$ cat src/rtl/spi_ctrl_pkg.sv
// Shared types and widths for the SPI controller sequencer.
package spi_ctrl_pkg;

    localparam int unsigned WORD_W = 32;
    localparam int unsigned CNT_W  = 16;

    typedef enum logic [2:0] {
        IDLE      = 3'd0,
        FETCH     = 3'd1,
        WAIT_DATA = 3'd2,
        SHIFT     = 3'd3,
        STORE     = 3'd4
    } state_e;

endpackage

$ cat src/rtl/spi_clk_gen.sv
// SCLK generator: half-period counter, SCLK register and edge strobes.
// Holds SCLK low with a cleared counter whenever not enabled.
module spi_clk_gen #(
    parameter int unsigned CLK_DIV = 4
) (
    input  logic clk,
    input  logic rst,
    input  logic en_i,
    output logic sclk_o,
    output logic rise_c,
    output logic fall_c
);

    localparam int unsigned DIV_W = (CLK_DIV > 1) ? $clog2(CLK_DIV) : 1;

    logic [DIV_W-1:0] cnt_q, cnt_d;
    logic             sclk_q, sclk_d;
    logic             wrap_c;

    // Next counter / SCLK value; SCLK toggles when the counter wraps.
    always_comb begin
        cnt_d  = cnt_q;
        sclk_d = sclk_q;
        wrap_c = en_i && (cnt_q == DIV_W'(CLK_DIV - 1));
        if (!en_i) begin
            cnt_d  = '0;
            sclk_d = 1'b0;
        end else if (wrap_c) begin
            cnt_d  = '0;
            sclk_d = !sclk_q;
        end else begin
            cnt_d = cnt_q + DIV_W'(1);
        end
    end

    // Counter and SCLK registers.
    always_ff @(posedge clk) begin
        if (rst) begin
            cnt_q  <= '0;
            sclk_q <= 1'b0;
        end else begin
            cnt_q  <= cnt_d;
            sclk_q <= sclk_d;
        end
    end

    assign sclk_o = sclk_q;
    assign rise_c = wrap_c && !sclk_q;
    assign fall_c = wrap_c && sclk_q;

endmodule

$ cat src/rtl/spi_fifo_sequencer.sv
// SPI mode-0 master sequencer: TX FIFO -> MOSI, MISO -> RX FIFO, back-to-back words.
module spi_fifo_sequencer
    import spi_ctrl_pkg::*;
#(
    parameter int unsigned CLK_DIV = 4,
    parameter int unsigned WORD_W  = spi_ctrl_pkg::WORD_W
) (
    input  logic              clk,
    input  logic              rst,
    input  logic              enable,
    input  logic              tx_empty,
    output logic              tx_rd_en,
    input  logic [WORD_W-1:0] tx_data,
    input  logic              tx_data_valid,
    input  logic              rx_full,
    output logic              rx_wr_en,
    output logic [WORD_W-1:0] rx_data,
    output logic              sclk,
    output logic              mosi,
    input  logic              miso,
    output logic              cs_n,
    output logic              busy,
    output logic [CNT_W-1:0]  word_count
);

    localparam int unsigned BIT_W = $clog2(WORD_W);

    state_e            state_q, state_d;
    logic [WORD_W-1:0] tx_sr_q, tx_sr_d;
    logic [WORD_W-1:0] rx_sr_q, rx_sr_d;
    logic [WORD_W-1:0] rx_data_q, rx_data_d;
    logic [BIT_W-1:0]  bit_cnt_q, bit_cnt_d;
    logic              mosi_q, mosi_d;
    logic [CNT_W-1:0]  word_count_q, word_count_d;
    logic              tx_rd_en_q, rx_wr_en_q, cs_n_q, busy_q;
    logic              start_c, rise_c, fall_c;

    // SCLK only runs while shifting.
    spi_clk_gen #(
        .CLK_DIV (CLK_DIV)
    ) u_clk_gen (
        .clk    (clk),
        .rst    (rst),
        .en_i   (state_q == SHIFT),
        .sclk_o (sclk),
        .rise_c (rise_c),
        .fall_c (fall_c)
    );

    // Next-state and datapath updates.
    always_comb begin
        state_d      = state_q;
        tx_sr_d      = tx_sr_q;
        rx_sr_d      = rx_sr_q;
        rx_data_d    = rx_data_q;
        bit_cnt_d    = bit_cnt_q;
        mosi_d       = mosi_q;
        word_count_d = word_count_q;
        start_c      = enable && !tx_empty && !rx_full;
        case (state_q)
            IDLE: begin
                if (start_c) state_d = FETCH;
            end
            FETCH: begin
                state_d = WAIT_DATA;
            end
            WAIT_DATA: begin
                if (tx_data_valid) begin
                    tx_sr_d   = tx_data;
                    mosi_d    = tx_data[WORD_W-1];
                    rx_sr_d   = '0;
                    bit_cnt_d = '0;
                    state_d   = SHIFT;
                end else begin
                    state_d = IDLE;
                end
            end
            SHIFT: begin
                if (rise_c) rx_sr_d = {rx_sr_q[WORD_W-2:0], miso};
                if (fall_c) begin
                    if (bit_cnt_q == BIT_W'(WORD_W - 1)) begin
                        // Last falling edge: MOSI keeps its final bit.
                        rx_data_d    = rx_sr_q;
                        word_count_d = word_count_q + CNT_W'(1);
                        state_d      = STORE;
                    end else begin
                        tx_sr_d   = {tx_sr_q[WORD_W-2:0], 1'b0};
                        mosi_d    = tx_sr_q[WORD_W-2];
                        bit_cnt_d = bit_cnt_q + BIT_W'(1);
                    end
                end
            end
            STORE: begin
                state_d = start_c ? FETCH : IDLE;
            end
            default: begin
                state_d = IDLE;
            end
        endcase
    end

    // State, datapath and registered output strobes.
    always_ff @(posedge clk) begin
        if (rst) begin
            state_q      <= IDLE;
            tx_sr_q      <= '0;
            rx_sr_q      <= '0;
            rx_data_q    <= '0;
            bit_cnt_q    <= '0;
            mosi_q       <= 1'b0;
            word_count_q <= '0;
            tx_rd_en_q   <= 1'b0;
            rx_wr_en_q   <= 1'b0;
            cs_n_q       <= 1'b1;
            busy_q       <= 1'b0;
        end else begin
            state_q      <= state_d;
            tx_sr_q      <= tx_sr_d;
            rx_sr_q      <= rx_sr_d;
            rx_data_q    <= rx_data_d;
            bit_cnt_q    <= bit_cnt_d;
            mosi_q       <= mosi_d;
            word_count_q <= word_count_d;
            tx_rd_en_q   <= (state_d == FETCH);
            rx_wr_en_q   <= (state_d == STORE);
            cs_n_q       <= (state_d == IDLE);
            busy_q       <= (state_d != IDLE);
        end
    end

    assign tx_rd_en   = tx_rd_en_q;
    assign rx_wr_en   = rx_wr_en_q;
    assign rx_data    = rx_data_q;
    assign mosi       = mosi_q;
    assign cs_n       = cs_n_q;
    assign busy       = busy_q;
    assign word_count = word_count_q;

endmodule

$ cat config.mk
export PLATFORM = sky130hd
export DESIGN_NAME = spi_fifo_sequencer
export DESIGN_NICKNAME = d
export VERILOG_FILES = /design/src/rtl/spi_ctrl_pkg.sv /design/src/rtl/spi_clk_gen.sv /design/src/rtl/spi_fifo_sequencer.sv
export SDC_FILE = /design/constraint.sdc
export NUM_CORES = 1
export LEC_CHECK = 0
export ABC_AREA = 0
export CAP_MARGIN = 20
export CORE_MARGIN = 2
export CORE_UTILIZATION = 31
export CTS_BUF_LIST = sky130_fd_sc_hd__clkbuf_16
export DETAILED_ROUTE_END_ITERATION = 10
export PLACE_DENSITY_LB_ADDON = 0.2
export SETUP_SLACK_MARGIN = 0.5
export SLEW_MARGIN = 20
export SYNTH_ARGS = -nofsm -noshare
export SYNTH_HDL_FRONTEND = slang
export SYNTH_HIERARCHICAL = 1
export SYNTH_SLANG_ARGS = --single-unit
$ cat constraint.sdc
create_clock -name clk -period 2.55 [get_ports clk]
set_input_delay 0.51 -clock clk [delete_from_list [all_inputs] [get_ports clk]]
set_output_delay 0.51 -clock clk [all_outputs]
set_load 0.01 [all_outputs]
==> flow_metrics.py <==
metrics = {
    "run_status": {
        "status": "finished clean",
    },
    "hold_path": {
        "hold_class": "register to register",
    },
    "die": {
        "core_mm2": 0.01589,
        "die_area_mm2": 0.01732,
        "die_w_um": 131.6,
        "start_util_pct": 31.77,
        "die_h_um": 131.6,
        "floorplan.rows": 46,
        "io_pins": 93,
    },
    "synth": {
        "syn-num-nets": 586,
        "synthArstFlopShare_pct": 0,
        "synth_edf_count": 0,
        "synth_top_area_cell": "dfxtp_1",
        "synth_area_per_cell_um2": 9.295,
        "synth_warnings": 6,
        "synth_seq_cells": 127,
        "synth-main-ff-cell": "dfxtp_1",
        "synthTopCellsByArea": "dfxtp_1 (50%), a311oi_2 (8.0%), nand2_1 (7.8%)",
        "ys_types": 42,
        "syn_inst": 543,
        "synth_area_mm2": 0.005047,
        "ys_seq_area_share_pct": 50.37,
        "synth_top_area_share_pct": 50.37,
    },
    "place": {
        "place_congestion": 0.7007,
        "dpl.hpwl_um": 7353,
        "port-buffer-count": 92,
    },
    "clock_network": {
        "clockBufferDepth": 2,
        "clock-sinks": 127,
        "path_clk_slew_ns": 0.05,
        "cts_tree": "yes",
        "insertion_delay_ns": 0.41,
        "cts_hold_buf": 0,
        "h-tree-depth": 4,
        "cts_root_buffer": "clkbuf_16",
        "cts_buffers": 17,
    },
    "critical_path": {
        "timing_worst_setup_path_type": "register to output port",
        "required_ns": 2.04,
        "arrival_ns": 1.45,
        "cp_num_buf_inv": 1,
        "critPathCaptureType": "output port",
        "cpLargestDelayFamily": "buffers and inverters",
        "cp_cell_sequence": "clkdlybuf4s50_1",
        "worstSetupStartpointType": "register",
        "slowest_delay_ns": 0.59,
        "cp_max_fo": 7,
        "slowest_stage": "clkdlybuf4s50_1",
    },
    "timing": {
        "period_needed_ns": 1.955,
        "post-route-period-util_pct": 76.67,
        "finalSetupTns_ns": 0,
        "max_freq_ghz": 0.5115,
        "setup_viol": 0,
        "clock_skew_ns": 0.006833,
        "slew_headroom_pct": 60.68,
        "slew_violations": 0,
        "rsz0062_at_grt": "false",
        "worst_pin_slew_ns": 0.5898,
        "hold_viol": 0,
    },
    "detailed_routing": {
        "wl_per_cell_um": 13.25,
        "dr.pass1.iters": 4,
        "drtAntennaViolNets": 0,
        "drt_iter0_markers": 272,
        "drt-total-wl_um": 11340,
        "drc": 0,
        "avgViaCountPerCell": 4.745,
        "num_vias": 4062,
    },
    "finish": {
        "drive_above_1_share_pct": 14.37,
        "fin_util_pct": 42.60,
        "area_growth_pct": 34.09,
        "antennaDiodeCount": 0,
        "layout.nets": 672,
    },
    "global_routing": {
        "grt_use_total_pct": 13.39,
        "grt_pass1_vias": 3949,
        "grt_overflow": 0,
        "grt_pass1_wl_um": 19100,
        "grt_max_degree": 41,
        "antenna_found_initial": 0,
    },
    "pwr": {
        "power_per_cell_area_mw_per_mm2": 647.7,
        "ir_drop_uv": 451.5,
        "power.total_mw": 4.383,
        "p_leak_nw": 2.332,
    },
    "job": {
        "drv_cap": 0,
    },
}
## cells in the mapped netlist (3+ instances only)
cell	count
xor2_1	5
inv_1	3
dfxtp_1	127
nor2_1	48
nand3_1	40
o21ai_0	4
a22o_1	31
and3_1	4
a311oi_2	27
clkbuf_1	17
buf_4	7
nand2b_1	6
buf_2	9
a311oi_1	4
xnor2_1	7
ha_1	4
or3_1	3
a21oi_1	45
buf_6	5
nand2_1	105
buf_1	3
nand4_1	5
nor3_1	8
or4_1	3
## power by group
group | leakage [nW] | internal [mW] | switching, mW
Combinational | 1.03 | 0.0840 | 0.0852
Sequential | 1.03 | 2.00 | 0.00825
Clock | 0.272 | 1.39 | 0.813
## kinds of logic after synthesis
kind of cell	share of synthesized area [%]
AND/OR/NAND/NOR	21.05
flip-flops	50.37
AO/OA/AOI/OAI	20.67
buffers and inverters	4.834
XOR/XNOR	2.082
adder cells (fa/ha/maj)	0.9916
## final timing paths
path                                    startpoint            endpoint  slack (ns)  depth (start not counted)
worst max-delay path                 word_count[3]       word_count[3]        0.59                          1
worst min-delay path            u_clk_gen/cnt_q[0]  u_clk_gen/cnt_q[0]        0.44                          1
worst max register to register        bit_cnt_q[0]      word_count[14]        0.60                          7
worst min register to register  u_clk_gen/cnt_q[0]  u_clk_gen/cnt_q[0]        0.44                          1
## layout by cell type (no fill, tap or decap), types with 6 or more instances in the layout
cell             instances
dfxtp_1                123
nand2_1                104
clkdlybuf4s50_1         91
nor2_1                  46
a21oi_1                 45
nand3_1                 40
a22o_1                  31
a311oi_2                27
clkbuf_16               17
buf_4                   15
nor3_1                   7
xnor2_1                  7
nand2b_1                 6
inv_1                    6
## cell type report
| class | count | area [µm²] |
|---|---|---|
| Timing Repair Buffer | 108 | 1064 |
| Tap cell | 216 | 270.3 |
| Inverter | 4 | 22.52 |
| Multi-Input combinational cell | 371 | 2330 |
| Clock inverter | 13 | 108.9 |
| Sequential cell | 127 | 2547 |
| Fill cell | 1588 | 9117 |
| Clock buffer | 17 | 425.4 |
## worst register-to-register path: stages, from the launching register on
cell,delay [ns]
dfxtp_2,0.35
ha_2,0.18
and3_4,0.19
ha_4,0.17
and4_4,0.27
nand2_2,0.10
or4_1,0.50
a21oi_1,0.13
## through the flow
| stage | cells | instance area, µm² | worst slack, ns | hold WS (ns) |
|---|---|---|---|---|
| after floorplan | 543 | 5079 | 0.4837 | 0.4043 |
| after global placement | 823 | 6156 | 0.3707 | 0.4135 |
| after detailed placement | 823 | 6156 | 0.2642 | 0.4213 |
| after CTS | 855 | 6721 | 0.5171 | 0.4364 |
| after global routing | 856 | 6768 | 0.4874 | 0.4750 |
| final | 856 | 6768 | 0.5949 | 0.4395 |
## sequential cells by signal, indices dropped and copies added (netlist names)
register and flops:
bit_cnt_q 5, busy 1, rx_wr_en 1, cs_n 1, tx_sr_q 31, rx_sr_q 32, mosi 1, rx_data 32
u_clk_gen/sclk_o 1, word_count 16, tx_rd_en 1, u_clk_gen/cnt_q 2, state_q 3
## what timing repair did
action	4_1_cts	5_1_grt
pin swaps	2	3
resized for setup	4	10
setup endpoints to repair	45	63
cloned	0	0
setup buffers	2	1
## per-layer routing
metal	GRT usage (%)	wire length, µm	part of all wire [%]
met1	16.49	5299	47
met2	22.08	5381	47
met3	3.511	499	4.4
met4	5.797	158	1.4
met5	0	0	0
Note: power is estimated with default switching activity, not from simulation.
